## src/rtl/mc_iter_engine.sv

```systemverilog
// rtl/mc_iter_engine.sv - Iterative AES MixColumns/InvMixColumns engine
//
// Accepts a 128-bit AES state over a valid/ready handshake and transforms
// NCPC columns per clock over 4/NCPC cycles. The result is held until the
// downstream side accepts it.
//
// Parameters:
//   NCPC    columns processed per cycle (1, 2 or 4)
//   INV_EN  1 keeps the InvMixColumns logic, 0 removes it (forward only)
//
// Ports:
//   clk        clock, rising edge
//   rst_n      asynchronous active-low reset
//   in_valid   input transaction valid
//   in_ready   engine can accept an input (IDLE)
//   in_inv     1 = InvMixColumns, 0 = MixColumns; sampled on accept
//   state_in   input state; byte i = [8i+7:8i], column c = bytes 4c..4c+3
//   out_valid  result valid (DONE)
//   out_ready  downstream accepts result
//   state_out  result state, same packing as state_in
//   busy       high in BUSY or DONE

module mc_iter_engine #(
    parameter int NCPC   = 1,
    parameter int INV_EN = 1
) (
    input  logic         clk,
    input  logic         rst_n,
    input  logic         in_valid,
    output logic         in_ready,
    input  logic         in_inv,
    input  logic [127:0] state_in,
    output logic         out_valid,
    input  logic         out_ready,
    output logic [127:0] state_out,
    output logic         busy
);

    generate
        if (NCPC != 1 && NCPC != 2 && NCPC != 4) begin : g_bad_ncpc
            $error("mc_iter_engine: NCPC must be 1, 2 or 4");
        end
    endgenerate

    localparam int         GROUPS    = 4 / NCPC;
    localparam logic [1:0] LAST_GRP  = 2'(GROUPS - 1);

    typedef enum logic [1:0] {
        ST_IDLE = 2'd0,
        ST_BUSY = 2'd1,
        ST_DONE = 2'd2
    } state_t;

    state_t       fsm;
    logic [1:0]   cnt;
    logic         inv_q;
    logic [127:0] res_q;
    logic [127:0] res_next;

    function automatic logic [7:0] xtime(input logic [7:0] x);
        return {x[6:0], 1'b0} ^ (x[7] ? 8'h1b : 8'h00);
    endfunction

    // Inverse mode reuses the forward network: the preconditioning step
    // turns the forward matrix into the inverse one.
    function automatic logic [31:0] mix_col(input logic [31:0] c, input logic inv);
        logic [7:0] a0, a1, a2, a3, u, v, o0, o1, o2, o3;
        a0 = c[7:0];
        a1 = c[15:8];
        a2 = c[23:16];
        a3 = c[31:24];
        u  = 8'h00;
        v  = 8'h00;
        if (inv) begin
            u  = xtime(xtime(a0 ^ a2));
            v  = xtime(xtime(a1 ^ a3));
            a0 = a0 ^ u;
            a1 = a1 ^ v;
            a2 = a2 ^ u;
            a3 = a3 ^ v;
        end
        o0 = xtime(a0) ^ (xtime(a1) ^ a1) ^ a2 ^ a3;
        o1 = a0 ^ xtime(a1) ^ (xtime(a2) ^ a2) ^ a3;
        o2 = a0 ^ a1 ^ xtime(a2) ^ (xtime(a3) ^ a3);
        o3 = (xtime(a0) ^ a0) ^ a1 ^ a2 ^ xtime(a3);
        return {o3, o2, o1, o0};
    endfunction

    // Only the current group of columns is rewritten; the rest of the
    // register keeps either latched input or already-finished columns.
    always_comb begin
        logic [1:0] col;
        res_next = res_q;
        col      = 2'd0;
        for (int k = 0; k < NCPC; k++) begin
            col = 2'(32'(cnt) * NCPC + k);
            res_next[{col, 5'b0} +: 32] =
                mix_col(res_q[{col, 5'b0} +: 32], (INV_EN != 0) && inv_q);
        end
    end

    always_ff @(posedge clk or negedge rst_n) begin
        if (!rst_n) begin
            fsm       <= ST_IDLE;
            cnt       <= 2'd0;
            inv_q     <= 1'b0;
            res_q     <= 128'd0;
            in_ready  <= 1'b1;
            out_valid <= 1'b0;
            busy      <= 1'b0;
        end else begin
            case (fsm)
                ST_IDLE: begin
                    if (in_valid) begin
                        res_q    <= state_in;
                        inv_q    <= (INV_EN != 0) ? in_inv : 1'b0;
                        cnt      <= 2'd0;
                        fsm      <= ST_BUSY;
                        in_ready <= 1'b0;
                        busy     <= 1'b1;
                    end
                end
                ST_BUSY: begin
                    res_q <= res_next;
                    if (cnt == LAST_GRP) begin
                        cnt       <= 2'd0;
                        fsm       <= ST_DONE;
                        out_valid <= 1'b1;
                    end else begin
                        cnt <= cnt + 2'd1;
                    end
                end
                ST_DONE: begin
                    if (out_ready) begin
                        fsm       <= ST_IDLE;
                        out_valid <= 1'b0;
                        busy      <= 1'b0;
                        in_ready  <= 1'b1;
                    end
                end
                default: begin
                    fsm       <= ST_IDLE;
                    cnt       <= 2'd0;
                    in_ready  <= 1'b1;
                    out_valid <= 1'b0;
                    busy      <= 1'b0;
                end
            endcase
        end
    end

    assign state_out = res_q;

endmodule

```

## config.mk

```make
export PLATFORM = sky130hd
export DESIGN_NAME = mc_iter_engine
export DESIGN_NICKNAME = d
export VERILOG_FILES = /design/src/rtl/mc_iter_engine.sv
export SDC_FILE = /design/constraint.sdc
export NUM_CORES = 1
export LEC_CHECK = 0
export BUFFER_PORTS_ARGS = -buffer_cell sky130_fd_sc_hd__buf_2
export CORE_ASPECT_RATIO = 1.25
export CORE_MARGIN = 2
export CORE_UTILIZATION = 43
export CTS_BUF_LIST = sky130_fd_sc_hd__clkbuf_4 sky130_fd_sc_hd__clkbuf_8 sky130_fd_sc_hd__clkbuf_16
export DETAILED_ROUTE_END_ITERATION = 12
export PLACE_DENSITY_LB_ADDON = 0.1
export SYNTH_ARGS = -nofsm -noshare
export SYNTH_HDL_FRONTEND = slang
export SYNTH_SLANG_ARGS = --single-unit
```

## constraint.sdc

```tcl
create_clock -name clk -period 4.6 [get_ports clk]
set_input_delay 0.23 -clock clk [delete_from_list [all_inputs] [get_ports clk]]
set_output_delay 0.23 -clock clk [all_outputs]
set_load 0.02 [all_outputs]
```

; Word level (Yosys, flattened, before mapping)
; Cells that the tools add are included.
[word_totals]
regBits = 136
out_inout_bits = 131
[op_classes]
n_addsub = 2
n_eq_ne = 6
shifts = 3
n_mux = 30
bitwise = 33
reduce_logical = 8
[ops]
columns = op, n
row1 = 128-bit case mux with 2 select lines, 1
row2 = 8-bit XOR, 22
row3 = 128-bit bitwise mux, 1
row4 = 128-bit 2-to-1 mux, 1
row5 = 32-bit by 9-bit variable shift with 128-bit output (first input constant), 1
row6 = 128-bit by 8-bit indexed part select with 32-bit output, 1
row7 = 32-bit by 9-bit indexed part select with 128-bit output, 1
row8 = 8-bit by 5-bit XOR with 8-bit output, 8
row9 = 5-bit 2-to-1 mux, 8
row10 = 8-bit 2-to-1 mux, 4
row11 = 2-bit case mux with 3 select lines, 2
row12 = 2-bit 2-to-1 mux, 5
row13 = 7-bit negator with 9-bit output, 1
row14 = 1-bit case mux with 3 select lines, 3
row15 = 3-bit AND reduction, 3
row16 = 2-bit != test (second input constant), 3
row17 = 2-bit AND reduction, 3
row18 = 1-bit 2-to-1 mux, 5
row19 = 2-bit equality test (second input constant), 2
row20 = 1-bit NOT, 3
row21 = 2-bit by 1-bit adder with 2-bit output (second input constant), 1
row22 = 2-bit by 1-bit equality test with 1-bit output (second input constant), 1
row23 = 2-bit logical NOT, 1
row24 = 2-bit nonzero test, 1

; Depth between registers and ports, before layout
; Gate-level depths: netlist (run 1).
[depth]
depth_word = 17
mapped_depth = 12
depth_no_buf = 8

; Least setup slack after synthesis (run 1)
; OpenSTA, ideal clock, no wires.
[synth_timing]
path_kind = flip-flop to flip-flop
from = reg cnt[0]
to = reg res_q[124] (netlist: state_out[124])
setup_ns = 0.133
arrival_time_ns = 3.107
required_time_ns = 4.467
setup_slack_ns = 1.361
stages_incl_launch_ff = 11
n_path_buf = 3
path_cell_list = dfrtp_1 -> buf_6 -> buf_8 -> buf_8 -> mux4_2 -> xor2_1 -> xnor3_1 -> nand2_2 -> xnor3_2 -> xor2_1 -> o22ai_1
[synth_via]
elab_chain_cells = 15
elab_cells_between_ends = 48
[synth_rtl]
columns = element, line_no
row1 = "start, declared", 55  ; logic [1:0] cnt;
row2 = "start signal, assigned", 130  ; cnt <= cnt + 2'd1;
row3 = 128-bit by 8-bit indexed part select with 32-bit output, 98  ; mix_col(res_q[{col, 5'b0} +: 32], (INV_EN != 0) && inv_q);
row4 = "8-bit XOR, on equally long branches", "76, 75"
row5 = 8-bit by 5-bit XOR with 8-bit output / 5-bit 2-to-1 mux (equally long branches) (2 in a row), 61  ; return {x[6:0], 1'b0} ^ (x[7] ? 8'h1b : 8'h00);
row6 = "8-bit XOR, or another cell as far along", 78  ; a1 = a1 ^ v;
row7 = "8-bit 2-to-1 mux, or another cell as far along", 74  ; if (inv) begin
row8 = 5-bit 2-to-1 mux / 8-bit 2-to-1 mux (equally long branches), "61, 74"
row9 = 8-bit by 5-bit XOR with 8-bit output, 61
row10 = "8-bit XOR, on equally long branches (4 in a row)", "82, 85"
row11 = 32-bit by 9-bit indexed part select with 128-bit output, 97  ; res_next[{col, 5'b0} +: 32] =
row12 = 128-bit bitwise mux *, 97
row13 = 128-bit case mux with 2 select lines *, 112  ; case (fsm)
row14 = "end signal, assigned", 115  ; res_q <= state_in;
row15 = "end signal, assigned", 124  ; res_q <= res_next;
row16 = "end, declared", 57  ; logic [127:0] res_q;
; Mark *: on every way between the ends. The rest lies on a longest branch, timed or not.
; A chain may end at the register's enable or synchronous reset.

; Worst setup path after layout (run 1)
[layout_timing]
from = reg cnt[0]
to = reg res_q[121] (netlist: state_out[121])
; The elaborated chain is that of the path after synthesis.

==> run metrics, run 1 <==
outcome=complete, no violations; Clock transition at path regs=60 ps; Hold Path Origin=in_inv; Core Footprint=20030 um2; RSZ-0062 raised after global routing=false; drt first-iter violations=599; drc violations=0; buffers added on ports=263; Ports=264; max-cap violations=0; CTS Buf Count=17; synthesized area=8753 um2; WL per Instance=23.30 um; critical path peak fanout=15; most numerous cell in the Yosys netlist=dfrtp_1; Fill cells=1836; warnings from Yosys=0; setup ws final=672.6 ps; Final Max Tran Viols=0; Post-Syn Instances=827; R2R Path Start=cnt[0]; share of cells above drive strength 1=34.94%; critical path class=reg -> reg; CP Launch Point=cnt[0]; fmax=0.2546 GHz; fin crit share=85.38%; Rel. slew slack=20.14%; Vias/cell=5.816; CP Capture Type=flip-flop; final WL=31.36 mm; synth top area cells=dfrtp_1 (39%), mux4_2 (7.7%), xnor2_1 (6.3%), xnor3_1 (6.2%), a21oi_1 (5.8%); Synth top area share=38.59%; die height=163.5 um; top cells by count, synth=dfrtp_1 (135), nor2_1 (120), a21oi_1 (102); vias in the first global route=7773; clock period minus worst slack=3927 ps; total negative slack=0 ps; CP required=4880 ps; clk_lat worst skew=430 ps; Mapped Nets=964; Initial Util=43.70%; unique cell type count in the Yosys netlist=49; register area share after synthesis=38.89%; vias=7829; initial antenna violation count=0; final hold violation count=0; GRT Overall Usage=29.10%; Area growth, synth to finish=25.84%; GP Congestion=0.9017; # H-tree levels=4; first-pass GRT wire length=46.83 mm; crit path DAT=4210 ps; Main synth FF type=dfrtp_1; endpoints failing setup=0; cell taking the most area after synthesis=dfrtp_1; #FFs+latches synth=136; Std-Cell Rows=58; gr ovfl total=0; Post-Place Setup Slack=670.0 ps; largest net degree at the start of global routing=100; Avg Synthesized Cell Area=10.58 um2; async set-reset flop share out of synthesis=100.0%; Worst-Margin Slew=1195 ps; crit path launch type=flip-flop; number of diodes=0; clock buffer depth=2; Post-CTS Resized=0; antenna-violating nets left=0; Final Skew=11.84 ps; clock sink count=136; EDFF count, synth=0; detailed placer's ending HPWL=22.38 mm; CTS tree=yes; cts hold-fix bufs=1; Hold WS=31.80 ps; drt pass-1 iters=7; die footprint=21520 um2; Root Buffer=clkbuf_16; Hold Crit Class=in -> reg; Die W=131.6 um; post-CTS setup buffer count=0; nets=1200
==> logic make-up after synthesis <==
group           Yosys count  synth area share [%]
mux                      33                 8.448
flops                   136                 38.89
fa+ha+maj                 4                0.5718
simple gates            163                 7.919
buf+inv                  72                 3.588
compound gates          277                 19.43
xor+xnor                142                 21.15
==> sequential cells by signal (all words and copies together), names as in the netlist <==
| name | cells |
|---|---|
| busy | 1 |
| cnt | 2 |
| fsm | 2 |
| in_ready | 1 |
| inv_q | 1 |
| out_valid | 1 |
| state_out | 128 |
==> placed cells by master, fill, tap and decap left out, drive strengths merged, types with 2 or more instances in the layout <==
| cell | instances |
|---|---|
| dfrtp | 135 |
| o21ai | 38 |
| o22ai | 61 |
| bufinv | 6 |
| o21a | 37 |
| nor2 | 120 |
| xnor2 | 71 |
| xor3 | 5 |
| clkinv | 3 |
| clkbuf | 21 |
| xor2 | 41 |
| a21oi | 102 |
| nand2b | 6 |
| a221o | 4 |
| buf | 283 |
| and3 | 6 |
| mux4 | 32 |
| a21o | 4 |
| and2 | 5 |
| xnor3 | 25 |
| inv | 5 |
| nand3 | 2 |
| ha | 4 |
| clkinvlp | 2 |
| a221oi | 28 |
| nand2 | 17 |
==> critical path, cell delays in order, from the launching register on <==
cell,delay (ps)
dfrtp_2,510
buf_4,380
mux4_2,660
xor2_4,330
xor2_2,150
nand2b_2,270
xnor2_2,310
xnor3_1,510
xor2_1,490
o22ai_1,170
==> routing by layer <==
| metal | GRT usage, % | part of all wire, % | vias to the layer above |
|---|---|---|---|
| li1 | - | - | 3470 |
| met1 | 36.63 | 40 | 3916 |
| met2 | 51.07 | 51 | 385 |
| met3 | 4.624 | 6.0 | 58 |
| met4 | 10.23 | 2.7 | 0 |
| met5 | 0 | 0 | - |
==> through the flow <==
step	utilization, %	area (um2)	instances
after floorplan	-	8753	827
after global placement	51.54	10320	1313
after detailed placement	51.54	10320	1313
after CTS	55.00	11020	1346
after global routing	55.00	11020	1346
final	55.00	11020	1346
==> final timing paths <==
check | end | cells after the start | slack, ps
worst min-delay path | inv_q | 2 | 30
min in group asynchronous | state_out[59] | 2 | 470
worst max-delay path | state_out[121] | 9 | 670
worst min register to register | out_valid | 2 | 520
worst max register to register | state_out[121] | 9 | 670
max in group asynchronous | state_out[42] | 3 | 3030
==> final cells by class <==
cell class | instances | area (um2) | share of cell area [%]
multi-input combinational | 619 | 5087 | 46.18
sequential | 136 | 3406 | 30.92
timing repair buffer | 284 | 1483 | 13.46
clock buffer | 21 | 461.7 | 4.191
tap | 270 | 337.8 | 3.067
clock inverter | 11 | 221.5 | 2.010
inverter | 5 | 18.77 | 0.1704
Power of run 1 is left out: the tool's default activity adds up to more than one toggle a clock period on the data nets, which glitch-free logic cannot reach.
==> run 2: changes to the inputs <==
--- a/config.mk
+++ b/config.mk
@@ -8,10 +8,9 @@
 export BUFFER_PORTS_ARGS = -buffer_cell sky130_fd_sc_hd__buf_2
 export CORE_ASPECT_RATIO = 1.25
 export CORE_MARGIN = 2
-export CORE_UTILIZATION = 43
+export CORE_UTILIZATION = 40
 export CTS_BUF_LIST = sky130_fd_sc_hd__clkbuf_4 sky130_fd_sc_hd__clkbuf_8 sky130_fd_sc_hd__clkbuf_16
 export DETAILED_ROUTE_END_ITERATION = 12
-export PLACE_DENSITY_LB_ADDON = 0.1
 export SYNTH_ARGS = -nofsm -noshare
 export SYNTH_HDL_FRONTEND = slang
 export SYNTH_SLANG_ARGS = --single-unit
==> run 2 against run 1 <==
  * First-iteration DRC count shrank 0.33%
  * Core utilization shrank 3.9 points
  * Largest cell class unchanged
  * Global-route usage shrank 1.3 points
  * Highest routed layer unchanged
  * Critical path depth is the same
  * Clock-buffer cell count shrank 2
  * Critical endpoint is now state_out[67]
  * Worst hold slack gained 32 ps
==> run metrics, run 2 (synthesis gave the netlist of run 1 again) <==
total negative slack=0 ps; max reg flops=128; clock buffer depth=2; number of diodes=0; Vias/cell=5.801; Final Max Tran Viols=0; nets=1198; Final Skew=11.27 ps; post-route cell area=10970 um2; RSZ-0062 raised after global routing=false; largest net degree at the start of global routing=92; critical path class=reg -> reg; Ports=264; initial antenna violation count=0; Initial Util=40.77%; outcome=complete, no violations; clk_lat worst skew=440 ps; area of the multi-input gates=5087 um2; crit path launch type=flip-flop; Reg area=3406 um2; crit path DAT=4440 ps; Core Footprint=21470 um2; drc violations=0; Placement Cell Area=10330 um2; gr ovfl total=0; Worst-Margin Slew=894.4 ps; GRT Overall Usage=27.84%; most frequent cells in the layout=buf_2 (262), dfrtp_1 (134), nor2_1 (120), a21oi_1 (98), xnor2_1 (63); Post-CTS Resized=0; endpoints failing setup=0; detailed placer's ending HPWL=23.26 mm; share of cells above drive strength 1=34.76%; Fill cells=2071; Die W=136.3 um; vias in the first global route=7836; max-cap violations=0; drt first-iter violations=597; die footprint=23090 um2; clock period minus worst slack=4159 ps; Hold WS=63.97 ps; Clock transition at path regs=60 ps; fmax=0.2404 GHz; fin crit share=90.42%; post-CTS setup buffer count=0; WL per Instance=23.50 um; cts hold-fix bufs=1; die height=169.4 um; final WL=31.77 mm; buffers added on ports=263; Area growth, synth to finish=25.31%; Rel. slew slack=40.37%; CP required=4880 ps; setup ws final=440.7 ps; first-pass GRT wire length=47.35 mm; CTS tree=yes; critical path peak fanout=23; # H-tree levels=4; antenna-violating nets left=0; drt pass-1 iters=5; Root Buffer=clkbuf_16; CP Capture Type=flip-flop; commonest non-fill, non-tap cell in the layout=buf_2; vias=7843; Hold Crit Class=in -> reg; CTS Buf Count=17; Post-Place Setup Slack=510.4 ps; clock sink count=136; GP Congestion=0.9249; Std-Cell Rows=60; final hold violation count=0
[run 2: changes by cell type in the layout (fill, tap and decap cells not counted), sizes merged]
cell / delta
bufinv: -2
clkbuf: -2
clkinv: +2
buf: -2
clkinvlp: +1
[run 2: layout make-up]
cell class,count,area share [%]
multi-input combinational,619,46.38
clock buffer,19,4.129
tap,279,3.182
clock inverter,12,1.597
inverter,5,0.1711
sequential,136,31.05
timing repair buffer,282,13.49
[run 2: path summary, 6_finish.rpt]
kind                          startpoint       endpoint  slack, ps  cells past startpoint
max                               cnt[0]  state_out[67]        440                      9
min                         state_in[11]  state_out[11]         60                      3
max reg2reg                       cnt[0]  state_out[67]        440                      9
min reg2reg                state_out[30]  state_out[30]        520                      1
max in group asynchronous          rst_n  state_out[33]       2930                      3
min in group asynchronous          rst_n  state_out[46]        440                      2
[run 2: metal layers]
metal / up-vias / GRT usage, % / wire length (um)
met1: 3925 / 35.68 / 12520
met4: 0 / 11.59 / 1046
met3: 68 / 4.331 / 2068
li1: 3478 / - / -
met2: 372 / 46.82 / 16140
met5: - / 0 / 0
[run 2: per-stage QoR]
step | cells | utilization, %
3_5_place_dp | 1320 | 48.12
3_3_place_gp | 1320 | 48.12
5_1_grt | 1352 | 51.09
2_1_floorplan | 827 | -
6_report | 1352 | 51.09
4_1_cts | 1352 | 51.09
[run 2: critical path, stage by stage (launching register included)]
cell and delay, ps:
dfrtp_2 760, buf_12 280, mux4_2 590, xor2_1 320, and2_4 280, xnor2_4 140
xnor2_1 560, xnor3_1 440, xnor2_1 400, o22ai_1 190
Power of run 2 is left out for the same reason.
